[src/rtl/regfile_mp.sv]
// Multi-port integer register file with write-to-read bypass and a per-register busy scoreboard.
// Define REGFILE_HW_CLEAR_EN to zero every register in hardware after reset before ready rises.
module regfile_mp #(
    parameter int DATA_W = 32,
    parameter int ADDR_W = 5,
    parameter int NUM_RD = 2,
    parameter int NUM_WR = 2
) (
    input  logic                       clk,
    input  logic                       rst,
    input  logic [NUM_WR-1:0]          we_i,
    input  logic [NUM_WR*ADDR_W-1:0]   waddr_i,
    input  logic [NUM_WR*DATA_W-1:0]   wdata_i,
    input  logic [NUM_RD-1:0]          re_i,
    input  logic [NUM_RD*ADDR_W-1:0]   raddr_i,
    output logic [NUM_RD*DATA_W-1:0]   rdata_o,
    output logic [NUM_RD-1:0]          rbusy_o,
    input  logic                       set_busy_i,
    input  logic [ADDR_W-1:0]          set_addr_i,
    output logic                       ready_o
);

    localparam int NREGS = 1 << ADDR_W;

    logic [ADDR_W-1:0] waddr [NUM_WR];
    logic [DATA_W-1:0] wdata [NUM_WR];
    logic [ADDR_W-1:0] raddr [NUM_RD];

    logic [DATA_W-1:0] regs_q [NREGS];
    logic [NREGS-1:0]  busy_q;
    logic [NREGS-1:0]  busy_d;
    logic [NUM_WR-1:0] wr_commit;
    logic [NUM_RD-1:0] bypass_hit;
    logic [DATA_W-1:0] bypass_data [NUM_RD];
    logic              ready;

    always_comb begin
        for (int i = 0; i < NUM_WR; i++) begin
            waddr[i] = waddr_i[i*ADDR_W +: ADDR_W];
            wdata[i] = wdata_i[i*DATA_W +: DATA_W];
        end
        for (int j = 0; j < NUM_RD; j++) begin
            raddr[j] = raddr_i[j*ADDR_W +: ADDR_W];
        end
    end

`ifdef REGFILE_HW_CLEAR_EN
    typedef enum logic {CLEAR, RUN} state_t;

    localparam logic [ADDR_W-1:0] LAST_REG = '1;
    localparam logic [ADDR_W-1:0] FIRST_REG = ADDR_W'(1);

    state_t            state_q, state_d;
    logic [ADDR_W-1:0] ptr_q, ptr_d;

    always_ff @(posedge clk) begin
        if (rst) begin
            state_q <= CLEAR;
            ptr_q   <= FIRST_REG;
        end else begin
            state_q <= state_d;
            ptr_q   <= ptr_d;
        end
    end

    // Walk registers 1..last once; the last cleared register releases the pipeline.
    always_comb begin
        state_d = state_q;
        ptr_d   = ptr_q;
        case (state_q)
            CLEAR: begin
                ptr_d = ptr_q + ADDR_W'(1);
                if (ptr_q == LAST_REG) begin
                    state_d = RUN;
                end
            end
            RUN: begin
                ptr_d = ptr_q;
            end
            default: begin
                state_d = CLEAR;
                ptr_d   = FIRST_REG;
            end
        endcase
    end

    assign ready = (state_q == RUN);
`else
    logic ready_q;

    always_ff @(posedge clk) begin
        if (rst) begin
            ready_q <= 1'b0;
        end else begin
            ready_q <= 1'b1;
        end
    end

    assign ready = ready_q;
`endif

    assign ready_o = ready;

    always_comb begin
        wr_commit = '0;
        for (int i = 0; i < NUM_WR; i++) begin
            wr_commit[i] = we_i[i] && (waddr[i] != '0) && ready && !rst;
        end
    end

    // Ascending port order makes the youngest (highest-index) port win on address collisions.
    always_ff @(posedge clk) begin
`ifdef REGFILE_HW_CLEAR_EN
        if (!rst && state_q == CLEAR) begin
            regs_q[ptr_q] <= '0;
        end
`endif
        for (int i = 0; i < NUM_WR; i++) begin
            if (wr_commit[i]) begin
                regs_q[waddr[i]] <= wdata[i];
            end
        end
    end

    // Set is applied after the clears so a newly issued producer overrides a retiring one.
    always_comb begin
        busy_d = busy_q;
        if (ready) begin
            for (int i = 0; i < NUM_WR; i++) begin
                if (we_i[i]) begin
                    busy_d[waddr[i]] = 1'b0;
                end
            end
            if (set_busy_i && set_addr_i != '0) begin
                busy_d[set_addr_i] = 1'b1;
            end
        end
        busy_d[0] = 1'b0;
    end

    always_ff @(posedge clk) begin
        if (rst) begin
            busy_q <= '0;
        end else begin
            busy_q <= busy_d;
        end
    end

    always_comb begin
        rdata_o    = '0;
        rbusy_o    = '0;
        bypass_hit = '0;
        for (int j = 0; j < NUM_RD; j++) begin
            bypass_data[j] = '0;
            if (!rst && re_i[j] && raddr[j] != '0) begin
                for (int i = 0; i < NUM_WR; i++) begin
                    if (we_i[i] && waddr[i] == raddr[j]) begin
                        bypass_hit[j]  = 1'b1;
                        bypass_data[j] = wdata[i];
                    end
                end
                rbusy_o[j] = busy_q[raddr[j]] & ~bypass_hit[j];
                if (ready) begin
                    rdata_o[j*DATA_W +: DATA_W] = bypass_hit[j] ? bypass_data[j] : regs_q[raddr[j]];
                end
            end
        end
    end

endmodule

[config.mk]
export PLATFORM = sky130hd
export DESIGN_NAME = regfile_mp
export DESIGN_NICKNAME = d
export VERILOG_FILES = /design/src/rtl/regfile_mp.sv
export SDC_FILE = /design/constraint.sdc
export NUM_CORES = 2
export LEC_CHECK = 0
export CORE_ASPECT_RATIO = 1.1
export CORE_UTILIZATION = 45
export DETAILED_ROUTE_END_ITERATION = 10
export MAX_ROUTING_LAYER = met4
export PLACE_DENSITY = 0.65
export SLEW_MARGIN = 40
export SYNTH_ARGS = -nofsm -noshare
export SYNTH_HDL_FRONTEND = slang
export SYNTH_SLANG_ARGS = --single-unit
[constraint.sdc]
create_clock -name clk -period 7.2 [get_ports clk]
set_clock_uncertainty 0.05 [all_clocks]
set_input_delay 0.72 -clock clk [delete_from_list [all_inputs] [get_ports clk]]
set_output_delay 0.72 -clock clk [all_outputs]
set_load 0.02 [all_outputs]
After elaboration in Yosys (flattened, before gate mapping) --
Memory sizes are Yosys's and may differ from the RTL's. Index checks and enable logic that the tools add are counted.
Word-level totals: flip-flop bits (word level) 33, memory bits (writable) 1024, output and inout bits 67, logic and storage cells 87, memories 1
Memory list:
- regs_q | words 32, bits a word 32, read ports 2, clocked after Yosys merged registers in 0, write ports 2, line 29 | logic [DATA_W-1:0] regs_q [NREGS];
Operators by class: order comparisons 8, eq/ne operators 4, muxes and demuxes 38, bitwise logic cells 9, reduce and logical (&&, ||, !) cells 24
Operator list (number):
- $mux W32 | 15
- $and A32 B32 Y32 | 2
- $not A32 Y32 | 2
- $or A32 B32 Y32 | 1
- $lt A5 B6 Y1 const B | 5
- $reduce_bool A5 Y1 | 5
- $eq A5 B5 Y1 | 4
- $logic_and A1 B1 Y1 | 18
- $mux W1 | 18
- $demux W1 S5 | 3
- $ge A5 B1 Y1 const B | 3
- $bmux W1 S5 | 2
- $and A1 B1 Y1 | 2
- $not A1 Y1 | 2
- $logic_not A1 Y1 | 1

Longest topological paths before layout --
depth after elaboration 13, gate-level depth with buffers 10, mapped depth without buffers 6

Worst setup path after synthesis --
No wires, ideal clock.
kind in2reg, from input port we_i[0], to memory regs_q[20][0], enable pin, arrival 4112 ps, setup slack 2572 ps, cell stages on the path 6, path buffers 2, cell sequence clkbuf_1 > or3b_2 > clkbuf_1 > nor2_1 > nand2_1 > o21ai_0
RTL lines:
- from (decl) | line 11 | input logic [NUM_WR-1:0] we_i,
- to (decl) | line 29

Worst setup path after layout --
from input port waddr_i[9], to output port rdata_o[61]
Between the ends: cells in the longest elaborated chain, start to end 7, elaborated cells on any way between the ends 8, classes of those cells 1 x eq/ne; 6 x mux; 1 x reduce/logical
RTL lines:
- from (decl) | line 12 | input logic [NUM_WR*ADDR_W-1:0] waddr_i,
- $eq A5 B5 Y1 * | line 157 | if (we_i[i] && waddr[i] == raddr[j]) begin
- $logic_and A1 B1 Y1 * | line 157
- $mux W1 | line 157
- $mux W1 | line 155 | if (!rst && re_i[j] && raddr[j] != '0) begin
- $mux W32 * | line 164 | rdata_o[j*DATA_W +: DATA_W] = bypass_hit[j] ? bypass_data[j] : regs_q[raddr[j]];
- $mux W32 * | line 163 | if (ready) begin
- $mux W32 * | line 155
- to (decl) | line 16 | output logic [NUM_RD*DATA_W-1:0] rdata_o,
Every way passes the cells marked *; elsewhere a longest branch is shown, timed or not. The select of a mux whose other input is x is not followed.

==> results <==
- The flow ran to the end, and the final reports show no timing, DRC or antenna violations.
- Static timing analysis puts the maximum clock frequency at roughly 0.18 GHz.
- Setup violations remaining at the end of the flow were counted as 0.
- The via count of the first global-routing pass is around 44,000.
- The post-layout utilization of the core is around half.
- The depth of the most critical reg-to-reg path is 7.
- In this run, synthesis inferred a little over 1,000 flip-flops with an integrated enable.
- The iteration count of the initial detailed-routing pass is 6.
- The maximum number of pins on one net before global-route repair is slightly below 90.
- In this run the standard cell core region covers between 100,000 and 150,000 um^2.
- For this design the top-level I/O count stands at between 150 and 200.
- Counting every sink on the clock net gives roughly 1,100.
- Setup repair after global routing left no endpoint under its margin.
- The endpoint identified for the worst register-to-register timing path is regs_q[4][14].
- The routed wire length per instance is between 30 and 40 um.
- The summed instance area of the synthesized netlist is between 60,000 and 70,000 um^2.
- The number of gates given a new drive strength after cts is 0.
- The routability congestion estimate is 0.896.
- The wire length of the first global-routing pass is between 300,000 and 400,000 um.
- The CTS tree is yes.
- Summed over all instances, the cell type with the most area after synthesis is sky130_fd_sc_hd__edfxtp_1.
- The main flop type after synthesis is sky130_fd_sc_hd__edfxtp_1.
- The remaining routing DRC violations is 0.
- The startpoint identified for the worst hold timing path is wdata_i[28].
- The leakage power total is 23.0 nW.
- The most numerous cell type found on the critical path is sky130_fd_sc_hd__clkdlybuf4s50_1.
- The number of standard-cell rows in the floorplan is about 140.
- By area the synthesized netlist is led by sky130_fd_sc_hd__edfxtp_1 48%, sky130_fd_sc_hd__mux2_2 18%, sky130_fd_sc_hd__mux4_2 15%.
- The number of nets in the layout is approximately 4,400.
- The top fanout value on the critical path is 14.
- The number of hold buffers added after CTS is 0.
- Yosys instantiated no cell more often than sky130_fd_sc_hd__edfxtp_1.
- The number of hold-slack violations in the final timing report is 0.
- The setup check on the worst reg-to-reg path leaves a slack of approximately 3.4 ns.
- The count of max-cap constraint violations is 0.
- The slew at the pin closest to its max-slew limit is between 0.9 and 1 ns.
- The number of buffers and inverters on the critical path is 3.
- The kind of cell with the highest combined delay along the critical path is buffers and inverters.
- The initial antenna violation count is 8.
- The critical setup path kind is in2out.
- The signal on the critical path passes through clkdlybuf4s50_1 > xor2_1 > nor4_1 > nand3_1 > nor3_4 > buf_4 > nand2_1 > o31ai_1 > clkdlybuf4s50_1.
- The share of post-route cells with drive strength above 1 is 43.7%.
- The worst setup path is launched from an input port.
- The H-tree generated during clock tree synthesis spans 3 levels.
- The remaining max-slew budget at the tightest pin is about 38%.
- The number of design-rule violations left by the first detailed-router iteration is roughly 6,000.
- The endpoint kind of the worst setup timing path is a primary output.
- The required time reported for the critical path endpoint is approximately 6.4 ns.
- The width of the die is between 300 and 400 um.
- The via count is between 40,000 and 50,000.
- The worst hold path stage count is 1.
- The number of slew-limit violations in the final report is 0.
- After clock tree synthesis, the clock-pin slew on the worst setup and hold paths is ~0.06 ns.
- The height of the die is ~400 um.
- At the later pin of the worst-skew pair, clock insertion delay measures 0.76 ns.
- Once the clock tree was built, the setup fixing pass inserted 0 buffers.
- The initial core utilization is a little under half.
- The root buffer cell is sky130_fd_sc_hd__clkbuf_16.
- The largest single stage delay on the critical path is approximately 0.75 ns.
- The cell with the largest stage delay on the worst path is sky130_fd_sc_hd__clkdlybuf4s50_1.
- In the global route stage, overall resource usage came out at approximately a third.
- The fraction of synthesized cell area taken by the top area cell type is ~48%.
- Synthesis produced a netlist whose cell count is between 4,000 and 5,000.
- The count of buffers added on input and output ports is 162.
- Yosys printed 0 warnings.
- In this run the critical register-to-register path is launched from ready_o.
- The time the final worst path needs with I/O delays and setup is around 5.4 ns.
- The remaining global-route overflow is 0.
- For hold timing, the worst endpoint is regs_q[0][28].
- The number of flip-flops and latches in the synthesized netlist is between 1,000 and 1,500.
- The number of different library cells used by synthesis comes to 62.
- Once detail routing completed, the nets flagged for antenna violations numbered 0.
- The area growth from synthesis to layout is 12.5%.
- Data arrives at the worst endpoint at ~4.7 ns.
- After synthesis, the mean cell area works out to 14.7 um^2.
- In the final timing run, aggregate negative setup slack is 0 ns.
- For this run, the register share of the synthesized area comes to between 40 and 50%.
- The total die area is around 140,000 um^2.
- Dividing the detail-routed via count by the number of cells gives 7.16.
- Detailed placement ended at an HPWL of ~140,000 um.
- The share of synthesized flip-flops with an asynchronous set or reset is 0%.
- The layout has 11,700 filler cells.
- The share of the cycle needed by the critical path after routing is between 70% and 80%.
- The power per cell area is roughly 200 nW/um^2.
- The final wirelength is ~230,000 um.
- In this run the deepest clock path goes through 3 buffers.
- The min-delay analysis places its worst path in the category in2reg.
- Across the VDD grid, the largest voltage drop is 0.176 mV.
- Sorting the synthesized cells by how often they occur yields 1,024 x sky130_fd_sc_hd__edfxtp_1, 994 x sky130_fd_sc_hd__mux2_2, 414 x sky130_fd_sc_hd__mux4_2.
- Buffers inserted during clock tree synthesis total 110.
## area by class of cell
cell class,count,area [um^2],area share [%]
timing repair buffer,386,3980,5.57
tap,1825,2280,3.19
antenna,8,20.0,0.0280
multi-input combinational,2704,30300,42.4
clock inverter,72,646,0.903
sequential,1056,31400,43.9
inverter,7,26.3,0.0367
clock buffer,135,2870,4.01
## worst max-delay path by stage
stage / from / endpoint / cells past startpoint
2_1_floorplan: we_i[0] / regs_q[20][0] / 6
3_3_place_gp: raddr_i[6] / rbusy_o[1] / 7
3_5_place_dp: waddr_i[7] / rdata_o[61] / 9
4_1_cts: waddr_i[7] / rdata_o[40] / 8
5_1_grt: waddr_i[9] / rdata_o[61] / 9
6_report: waddr_i[9] / rdata_o[61] / 9
## power by group
group	internal (mW)	switching [mW]
clock	3.19	2.59
sequential	6.78	0.0183
combinational	0.713	0.990
total	10.7	3.60
## logic make-up after synthesis
| group | after synthesis | share of synthesized area (%) |
|---|---|---|
| muxes | 1667 | 36.4 |
| DFF | 1056 | 49.4 |
| buffers and inverters | 592 | 4.29 |
| AOI/OAI and AO/OA | 574 | 6.63 |
| and+or+nand+nor | 411 | 3.06 |
| xor gates and xnor gates | 20 | 0.276 |
| other | 1 | 0.00590 |
## flip-flops by register name, indices dropped and copies added, names as in the netlist
register and cells:
regs_q 1024, busy_q 31, ready_o 1
## per-stage QoR
step                      worst slack [ns]  hold slack [ns]  std cells  total power [mW]  instance area, um^2
after floorplan                       2.57            0.426       4352              8.04                63700
after detailed placement              2.02            0.460       5974              8.60                67900
after global routing                  1.76            0.481       6192              14.6                71500
final                                 1.78            0.467       6193              14.3                71500
after CTS                             2.00            0.416       6181              14.3                71400
after global placement                1.84            0.443       5926              8.56                67000
## layer usage
metal  track usage (%)  vias to the layer above  part of all wire (%)
met4              16.4                        0                   5.5
met5                 -                        -                     0
met2              50.0                     3191                    47
met3              7.54                      688                    12
li1                  -                    17500                     -
met1              40.8                    23000                    36
## layout by cell type (no fill, tap or decap), drive strengths merged, types with 56 or more instances in the layout
cell type	Yosys	routed
nand4	60	60
mux2i	259	259
a21oi	56	56
a32o	56	56
mux4	414	414
clkdlybuf4s50	0	139
nor2	195	195
o22ai	108	108
nand2	63	63
edfxtp	1024	1024
clkinv	1	56
clkbuf	284	135
mux2	994	994
buf	301	247
o221ai	112	112
a22oi	146	146
o21ai	66	66
No activity file was read; power rests on OpenSTA's default activity.
